<file path="config.mk">
export PLATFORM = sky130hd
export DESIGN_NAME = serial_subtractor
export DESIGN_NICKNAME = d
export VERILOG_FILES = /design/src/rtl/serial_subtractor.sv
export SDC_FILE = /design/constraint.sdc
export NUM_CORES = 1
export LEC_CHECK = 0
export ABC_AREA = 1
export BUFFER_PORTS_ARGS = -buffer_cell sky130_fd_sc_hd__buf_4
export CORE_ASPECT_RATIO = 1.4
export CORE_MARGIN = 2
export CORE_UTILIZATION = 50
export DETAILED_ROUTE_END_ITERATION = 10
export PLACE_DENSITY = 0.73
export SETUP_SLACK_MARGIN = 0.05
export SYNTH_ARGS = -nofsm -noshare
export SYNTH_HDL_FRONTEND = slang
export SYNTH_SLANG_ARGS = --single-unit
</file>
<file path="constraint.sdc">
create_clock -name clk -period 2.25 [get_ports clk]
set_input_delay 0.225 -clock clk [delete_from_list [all_inputs] [get_ports clk]]
set_output_delay 0.225 -clock clk [all_outputs]
set_load 0.1 [all_outputs]
</file>
<file path="src/rtl/serial_subtractor.sv">
// Bit-serial 8-bit subtractor: one full-subtractor cell plus a borrow flop,
// LSB first, with a start/busy/done handshake and a registered result.
module serial_subtractor (
  input  logic       clk,
  input  logic       rst,
  input  logic       start,
  input  logic [7:0] a,
  input  logic [7:0] b,
  output logic [7:0] y,
  output logic       borrowOut,
  output logic       busy,
  output logic       done
);

  typedef enum logic [1:0] {IDLE, SHIFT, DONE} state_t;

  state_t     state;
  state_t     state_next;
  logic [7:0] a_sh;
  logic [7:0] b_sh;
  logic [7:0] result;
  logic [2:0] count;
  logic       borrow;
  logic       accept;
  logic       last_bit;
  logic       d_bit;
  logic       bout;

  // Handshake: start is accepted only in IDLE or DONE (accept=1); start seen
  // during SHIFT is dropped. busy and done decode mutually exclusive states.
  always_comb begin
    state_next = state;
    busy       = 1'b0;
    done       = 1'b0;
    accept     = 1'b0;
    case (state)
      IDLE: begin
        if (start) begin
          accept     = 1'b1;
          state_next = SHIFT;
        end
      end
      SHIFT: begin
        busy = 1'b1;
        if (last_bit) state_next = DONE;
      end
      DONE: begin
        done = 1'b1;
        if (start) begin
          accept     = 1'b1;
          state_next = SHIFT;
        end else begin
          state_next = IDLE;
        end
      end
      default: state_next = IDLE;
    endcase
  end

  assign last_bit = (count == 3'd7);
  assign d_bit    = a_sh[0] ^ b_sh[0] ^ borrow;
  assign bout     = (~a_sh[0] & b_sh[0]) | (~(a_sh[0] ^ b_sh[0]) & borrow);

  always_ff @(posedge clk) begin
    if (rst) begin
      state     <= IDLE;
      a_sh      <= 8'h00;
      b_sh      <= 8'h00;
      result    <= 8'h00;
      count     <= 3'd0;
      borrow    <= 1'b0;
      y         <= 8'h00;
      borrowOut <= 1'b0;
    end else begin
      state <= state_next;
      if (accept) begin
        a_sh   <= a;
        b_sh   <= b;
        result <= 8'h00;
        count  <= 3'd0;
        borrow <= 1'b0;
      end else if (state == SHIFT) begin
        a_sh   <= {1'b0, a_sh[7:1]};
        b_sh   <= {1'b0, b_sh[7:1]};
        result <= {d_bit, result[7:1]};
        count  <= count + 3'd1;
        borrow <= bout;
        // The outputs only ever see a finished word, never the partial one.
        if (last_bit) begin
          y         <= {d_bit, result[7:1]};
          borrowOut <= bout;
        end
      end
    end
  end

endmodule

</file>
==> impl_metrics.toml, run 1 <==
[outcome]
status = "complete, no violations"

[finish]
drive_above_1_share_pct = 18.9
syn2layout_area_growth_pct = 15.4
fill_cells = 344
diodes = 0
num-nets-final = 280

[worst_setup_path]
cp_slowest_cell = "dfxtp_1"
cp_top_family = "buffers and inverters"
cp_cell_sequence = "nand2_4 -> clkinv_2 -> buf_4"
slowest_delay_ns = 0.50
startpoint_type = "flop"
r2r_cells = 7
cp-startpoint = "state[0]"
worstSetupPathType = "flop to primary output"
r2r_start = "state[0]"
path_depth = 3
worstPathRequired_ns = 2.03
r2r-end = "a_sh[3]"
arrival_ns = 1.59
path_buf_inv = 2
cp-endpoint = "busy"
r2r_slack_ns = 0.83
crit_path_end_kind = "primary output"
cp_max_fo = 29

[routing]
wl_mm = 3.24
wl_per_cell_um = 10.8
dr.pass1.iters = 4
vias_per_cell = 4.72
drc = 0
vias = 1410
antenna_left = 0
drt_iter0_markers = 27

[sta]
worstMarginPinSlew_ns = 0.665
fmax_ghz = 0.551
fin_crit_sh_pct = 80.7
slew_violations = 0
fin_worst_skew_ns = 0.00713
setup_tns_ns = 0
finalSetupViolCount = 0
hold_violations = 0
rsz0062_at_grt = "false"
timing.final.ws_setup_ns = 0.434
relSlewSlack_pct = 55.7
fin_crit_ns = 1.82

[yosys]
synth.distinct_cells = 21
ys_seq_area_share_pct = 44.9
synth_top_cell_by_area = "dfxtp_1"
avgSynthCellArea_sq_um = 7.30
synth_area_leaders = "dfxtp_1 45%, nand2_1 14%, inv_1 6.2%"
ys_ff_latch = 38
synth_nets = 254
yosysWarnings = 0
synth_cells = 232
synth_top_area_share_pct = 44.9
netlist_area_sq_um = 1690

[cts]
cts_root_buffer = "clkbuf_8"
htreeDepth = 2
cts_max_path_buffers = 2
cts_tree = "done"
clkLatencyLatePin_ns = 0.29
ctsResizeCount = 0
clk_pin_slew_ns = 0.07
holdBufCountCts = 0
numCtsBuffers = 5
clock_sinks = 38
post-cts-setup-buffer-count = 0

[grt]
grt-ovfl-total = 0
grt_pass1_vias = 1332
antenna_found_initial = 0
track_usage_pct = 19.9
grt_max_degree = 30
grt_pass1_wl_mm = 5.60

[worst_hold_path]
min_path_type = "input port to flop"

[die]
initial_core_util_pct = 51.1
die_h_um = 72.9
fp.dieArea_sq_um = 3880
io-pin-count = 30
dieWidth_um = 53.2
row_count = 25
core_sq_um = 3320

[pwr]
vdd_ir_drop_max_mv = 0.496
leakage_nw = 0.985
power.density_nw_per_um2 = 711

[placed_design]
port_buffers = 29
gp_congestion = 0.835
pre_cts_slack_ns = 0.727
hpwl_mm = 2.21

[flow_run]
drv_cap = 0
## area by class of cell
type | instances | area [sq um] | area share [%]
Sequential cell | 38 | 761 | 38.9
Multi-Input combinational cell | 150 | 706 | 36.1
Timing Repair Buffer | 29 | 218 | 11.1
Inverter | 34 | 130 | 6.65
Clock buffer | 7 | 86.3 | 4.41
Tap cell | 40 | 50.0 | 2.56
Clock inverter | 1 | 5.00 | 0.256
## synth_stat cells, drive strengths merged
master,instances
inv,32
a21oi,16
nand2,68
fa,1
ha,2
clkinv,2
buf,10
o21ai,13
nor2,29
dfxtp,38
xor2,1
nand3,20
## cells in the final DEF, fill, tap and decap left out, types with 2 or more instances in the layout
| master | instances |
|---|---|
| nand2_1 | 63 |
| dfxtp_1 | 38 |
| buf_4 | 29 |
| nor2_1 | 28 |
| inv_1 | 28 |
| nand3_1 | 20 |
| a21oi_1 | 15 |
| o21ai_0 | 12 |
| clkbuf_8 | 6 |
| inv_2 | 4 |
| clkinv_2 | 3 |
| nand2_2 | 3 |
| nand2_4 | 2 |
| ha_1 | 2 |
## kinds of logic (layout without fill, tap and decap cells)
group / count (synthesis) / after routing / share of synthesized area (%)
AND/OR/NAND/NOR: 117 / 117 / 29.7
AO/OA/AOI/OAI: 29 / 29 / 8.79
flip-flops: 38 / 38 / 44.9
adder cells (fa/ha/maj): 3 / 3 / 2.66
XOR/XNOR: 1 / 1 / 0.517
buffers and inverters: 44 / 71 / 13.4
## where the power goes
| group | total (mW) | switching [mW] | internal (mW) |
|---|---|---|---|
| registers | 0.724 | 0.0198 | 0.705 |
| logic | 0.179 | 0.113 | 0.0657 |
| clock network | 0.487 | 0.240 | 0.247 |
| total | 1.39 | 0.373 | 1.02 |
## per-stage QoR
| stage | cells | utilization [%] | hold slack, ns | power, mW | area (sq um) |
|---|---|---|---|---|---|
| CTS | 299 | 59.0 | 0.142 | 1.40 | 1960 |
| floorplan | 232 | - | 0.294 | 0.888 | 1690 |
| global placement | 291 | 56.2 | 0.451 | 0.916 | 1860 |
| global route | 299 | 59.0 | 0.149 | 1.47 | 1960 |
| finish | 299 | 59.0 | 0.154 | 1.39 | 1960 |
| detailed placement | 291 | 56.2 | 0.455 | 0.919 | 1860 |
## metal layers
metal	global-route usage, %	routed length, um	up-vias
met2	35.3	1700	33
met3	6.97	168	2
met5	0	0	-
li1	-	-	757
met4	7.69	19	0
met1	21.1	1350	618
## sequential cells by signal, summed over array words and instances (netlist names)
name	flops
a_sh	8
result	7
borrowOut	1
y	8
b_sh	8
borrow	1
count	3
state	2
## worst min path at each step
stage	cells after the start	end	startpoint	slack [ns]
after floorplan	1	a_sh[0]	rst	0.29
after global placement	2	a_sh[7]	rst	0.45
after detailed placement	2	a_sh[7]	rst	0.46
after CTS	2	a_sh[7]	rst	0.14
after global routing	2	a_sh[5]	rst	0.15
final	2	a_sh[7]	rst	0.15
No activity file was read; power rests on OpenSTA's default activity.
==> run 2, diff against run 1 <==
Settings changed: CORE_UTILIZATION 50 to 49, PLACE_DENSITY 0.73 to 0.74.
Clock period 2.25 ns to 1.5 ns, I/O delays scaled along.
==> impl_metrics.toml, run 2 (synthesized netlist as in run 1, its figures left out) <==
[finish]
final_common_cell = "nand2_1"
num-nets-final = 287
reg_top3 = "a_sh (8), b_sh (8), y (8)"
drive_above_1_share_pct = 22.2
final_cell_mix = "63 x nand2_1, 37 x dfxtp_1, 35 x buf_4, 28 x inv_1, 27 x nor2_1"
syn2layout_area_growth_pct = 20.7
diodes = 0

[placed_design]
port_buffers = 29
hpwl_mm = 2.37
pre_cts_slack_ns = 0.181
gp_congestion = 0.809

[pwr]
vdd_ir_drop_max_mv = 1.11
leakage_nw = 1.03
power.density_nw_per_um2 = 1090

[routing]
dr.pass1.iters = 4
wl_per_cell_um = 10.7
drt_iter0_markers = 12
antenna_left = 0
wl_mm = 3.28
vias = 1447
drc = 0
vias_per_cell = 4.73

[cts]
htreeDepth = 2
numCtsBuffers = 5
cts_tree = "done"
post-cts-setup-buffer-count = 0
clkLatencyLatePin_ns = 0.29
clock_sinks = 38
clk_pin_slew_ns = 0.07
cts_root_buffer = "clkbuf_8"
cts_max_path_buffers = 2

[grt]
grt-ovfl-total = 0
grt_max_degree = 17
grt_pass1_wl_mm = 5.50
grt_pass1_vias = 1324
antenna_found_initial = 0
track_usage_pct = 19.1

[sta]
worstMarginPinSlew_ns = 0.385
finalSetupViolCount = 0
rsz0062_at_grt = "false"
fin_crit_sh_pct = 90.4
fin_crit_ns = 1.36
slew_violations = 0
fmax_ghz = 0.737
hold_violations = 0
setup_tns_ns = 0
whs_ns = 0.0799
relSlewSlack_pct = 74.2
timing.final.ws_setup_ns = 0.143
fin_worst_skew_ns = 0.00353

[worst_hold_path]
worstHoldStart = "rst"
hold_path_end = "a_sh[4]"
min_path_type = "input port to flop"
holdPathStages = 2

[worst_setup_path]
arrival_ns = 1.21
r2r_cells = 8
startpoint_type = "flop"
worstPathRequired_ns = 1.35
r2r_start = "count[0]"
cp_max_fo = 16
r2r_slack_ns = 0.20
worstSetupPathType = "flop to primary output"
r2r-end = "y[2]"
crit_path_end_kind = "primary output"

[die]
io-pin-count = 30
dieWidth_um = 53.7
initial_core_util_pct = 50.6
core_sq_um = 3350
fp.dieArea_sq_um = 3950
die_h_um = 73.6
row_count = 25

[outcome]
status = "complete, no violations"

[flow_run]
drv_cap = 0
## run 2: metrics by stage
step | power, mW | instance area [sq um] | utilization (%) | cells
2_1_floorplan | 1.33 | 1700 | - | 232
3_3_place_gp | 1.40 | 1920 | 57.3 | 298
3_5_place_dp | 1.40 | 1920 | 57.3 | 298
4_1_cts | 2.24 | 2030 | 60.7 | 306
5_1_grt | 2.33 | 2040 | 61.1 | 306
6_report | 2.22 | 2040 | 61.1 | 306
## run 2: worst max path at each step
stage	start	end	cells after the start
2_1_floorplan	state[0]	done	2
6_report	state[1]	busy	4
3_5_place_dp	count[0]	y[2]	8
3_3_place_gp	state[0]	busy	3
4_1_cts	state[0]	busy	3
5_1_grt	state[1]	busy	4
## run 2: what timing repair did
action / in CTS / in global routing
setup endpoints to repair: 1 / 1
gates resized for setup: 2 / 2
hold buffers: 0 / 0
pin swaps: 0 / 0
## run 2: per-layer routing
layer / track usage, % / wire (um) / up-vias
met2: 32.2 / 1680 / 29
met1: 22.7 / 1400 / 639
met4: 9.97 / 58 / 0
met3: 3.05 / 141 / 5
met5: 0 / 0 / -
li1: - / - / 774
## run 2: power by group
| group | internal, mW | total (mW) | switching [mW] |
|---|---|---|---|
| clock | 0.489 | 0.838 | 0.349 |
| combinational | 0.120 | 0.296 | 0.176 |
| sequential | 1.06 | 1.09 | 0.0294 |
## run 2: final cells by class
type / count / area [sq um]
multi-input cells: 150 / 717
inverters: 34 / 130
clock inverters: 3 / 40.0
clock buffers: 5 / 68.8
flip-flops and latches: 38 / 764
fillers: 311 / 1300
repair buffers: 36 / 274
well taps: 40 / 50.0
## run 2: worst max-delay path: stages, from the launching register on
cell,delay (ns)
dfxtp_1,0.31
inv_2,0.15
nand2_8,0.14
clkinv_2,0.10
buf_6,0.22
==> run 3, diff against run 2 <==
Settings changed: ABC_AREA 1 to 0, CORE_UTILIZATION 49 to 48, PLACE_DENSITY 0.74 to 0.73.
==> impl_metrics.toml, run 3 <==
[cts]
cts_root_buffer = "clkbuf_8"
clk_pin_slew_ns = 0.07
cts_tree = "done"
clock_sinks = 38
htreeDepth = 2
clkLatencyLatePin_ns = 0.29
cts_max_path_buffers = 2
numCtsBuffers = 5

[yosys]
synth_cells = 174
avgSynthCellArea_sq_um = 9.05
yosys.area_share.adder_pct = 2.86
synthFlopType = "dfxtp_1"
ys_ff_latch = 38
synth_nets = 196
async_reset_ff_share_pct = 0
synth.distinct_cells = 26
synth-xor-area-share_pct = 0.556
synth-compound-area-share_pct = 17.4
synth_top_area_share_pct = 48.3
synth_area_leaders = "dfxtp_1 48%, nand2_1 8.3%, a21oi_1 6.4%"
yosys.area_share.simple_pct = 21.8
synth_common_cells = "38 x dfxtp_1, 35 x nand2_1, 20 x a21oi_1, 17 x nor3_1, 10 x nand3_1"
synth.mux.area_fraction_pct = 0.635
synth_top_cell_by_area = "dfxtp_1"
synth_top_family_by_area = "simple AND/OR/NAND/NOR gates"
ys_seq_area_share_pct = 48.3
yosysWarnings = 0
synth_edf_count = 0
synth.most_common_cell = "dfxtp_1"
netlist_area_sq_um = 1580

[worst_setup_path]
cp-endpoint = "busy"
r2r-end = "a_sh[4]"
cp_slowest_cell = "dfxtp_1"
r2r_slack_ns = 0.14
arrival_ns = 1.26
cp_cell_sequence = "nand2b_2 -> bufinv_16 -> buf_12"
cp_max_fo = 7
slowest_delay_ns = 0.32
cp-startpoint = "state[1]"
crit_path_end_kind = "primary output"
startpoint_type = "flop"
worstPathRequired_ns = 1.35
r2r_cells = 5
worstSetupPathType = "flop to primary output"
r2r_start = "state[1]"

[routing]
drc = 0
dr.pass1.iters = 4
drt_iter0_markers = 31
antenna_left = 0
vias = 1309
wl_mm = 3.40
wl_per_cell_um = 13.9
vias_per_cell = 5.36

[finish]
num-nets-final = 228
final_cell_mix = "37 x dfxtp_1, 37 x buf_4, 35 x nand2_1, 20 x a21oi_1, 17 x nor3_1"
drive_above_1_share_pct = 27.8
reg_top3 = "a_sh (8), b_sh (8), y (8)"
syn2layout_area_growth_pct = 22.1
diodes = 0
fill_cells = 268

[placed_design]
gp_congestion = 0.758
hpwl_mm = 2.24
port_buffers = 29

[sta]
hold_violations = 0
slew_violations = 0
setup_tns_ns = 0
fmax_ghz = 0.709
rsz0062_at_grt = "false"
worstMarginPinSlew_ns = 0.437
relSlewSlack_pct = 70.9
finalSetupViolCount = 0
fin_crit_ns = 1.41
fin_crit_sh_pct = 94.1
fin_worst_skew_ns = 0.00346

[die]
initial_core_util_pct = 50.4
row_count = 24
dieWidth_um = 52.4
core_sq_um = 3120
die_h_um = 71.8
io-pin-count = 30
fp.dieArea_sq_um = 3760

[grt]
track_usage_pct = 19.8
antenna_found_initial = 0
grt-ovfl-total = 0
grt_pass1_wl_mm = 5.57
grt_max_degree = 29
grt_pass1_vias = 1293

[worst_hold_path]
holdPathStages = 3
min_path_type = "input port to flop"

[pwr]
vdd_ir_drop_max_mv = 0.742
power.density_nw_per_um2 = 1080
total_power_mw = 2.08
leakage_nw = 0.731

[flow_run]
drv_cap = 0

[outcome]
status = "complete, no violations"
==> run 3: cell types whose count changed after synthesis, sizes merged, moves of 4 or more <==
cell / before / now
nand2: 68 / 35
inv: 32 / 3
nor2: 29 / 8
nor3: 0 / 17
o21ai: 13 / 0
nand3: 20 / 10
o22ai: 0 / 9
a311oi: 0 / 6
a21oi: 16 / 20
==> run 3: through the flow <==
| step | hold WS, ns | util [%] | instance area [sq um] | worst slack [ns] | instances |
|---|---|---|---|---|---|
| 2_1_floorplan | 0.286 | - | 1580 | 0.134 | 174 |
| 3_3_place_gp | 0.405 | 56.8 | 1770 | 0.187 | 234 |
| 3_5_place_dp | 0.415 | 56.8 | 1770 | 0.156 | 234 |
| 4_1_cts | 0.112 | 61.3 | 1920 | 0.0867 | 243 |
| 5_1_grt | 0.115 | 61.6 | 1920 | 0.0606 | 244 |
| 6_report | 0.113 | 61.6 | 1920 | 0.0887 | 244 |
==> run 3: report_power, final <==
part	total, mW	switching (mW)	internal (mW)
sequential	1.09	0.0288	1.06
clock	0.674	0.320	0.354
combinational	0.315	0.171	0.144
==> run 3: how the worst min path moves through the flow <==
stage	from	endpoint	slack (ns)
after floorplan	a[7]	a_sh[7]	0.29
after global placement	a[7]	a_sh[7]	0.40
after detailed placement	a[7]	a_sh[7]	0.41
after CTS	a[7]	a_sh[7]	0.11
after global routing	a[7]	a_sh[7]	0.12
final	a[7]	a_sh[7]	0.11
==> run 3: what timing repair did <==
action                                  4_1_cts  5_1_grt
pin swaps                                     0        1
cloned                                        1        0
hold buffers                                  0        0
resized for setup                             6        0
endpoints found under the setup margin        1        8
buffers inserted                              2        1
==> run 3: kinds of logic after synthesis <==
kind of cell,Yosys count
AOI/OAI and AO/OA,38
adders and majority gates,3
DFF,38
and+or+nand+nor,76
muxes,1
buffers and inverters,17
xor gates and xnor gates,1
==> run 3: final cells by class <==
type	instances	area, sq um	area share [%]
inverters	3	37.5	1.95
repair inverters	1	8.76	0.455
flip-flops and latches	38	762	39.6
repair buffers	38	298	15.5
well taps	39	48.8	2.54
clock buffers	6	82.6	4.29
multi-input cells	119	686	35.7
==> run 3: routing by layer <==
metal	track usage (%)	vias to the layer above	routed length (um)
li1	-	666	-
met1	21.3	602	1330
met2	36.0	35	1850
met3	5.63	6	166
met4	6.55	0	42
met5	0	-	0
==> run 3: critical path: cells and delay by family, from the launching register on <==
| family | cells | cell delay [ns] |
|---|---|---|
| DFF | 1 | 0.32 |
| buffers and inverters | 2 | 0.40 |
| and+or+nand+nor | 1 | 0.25 |
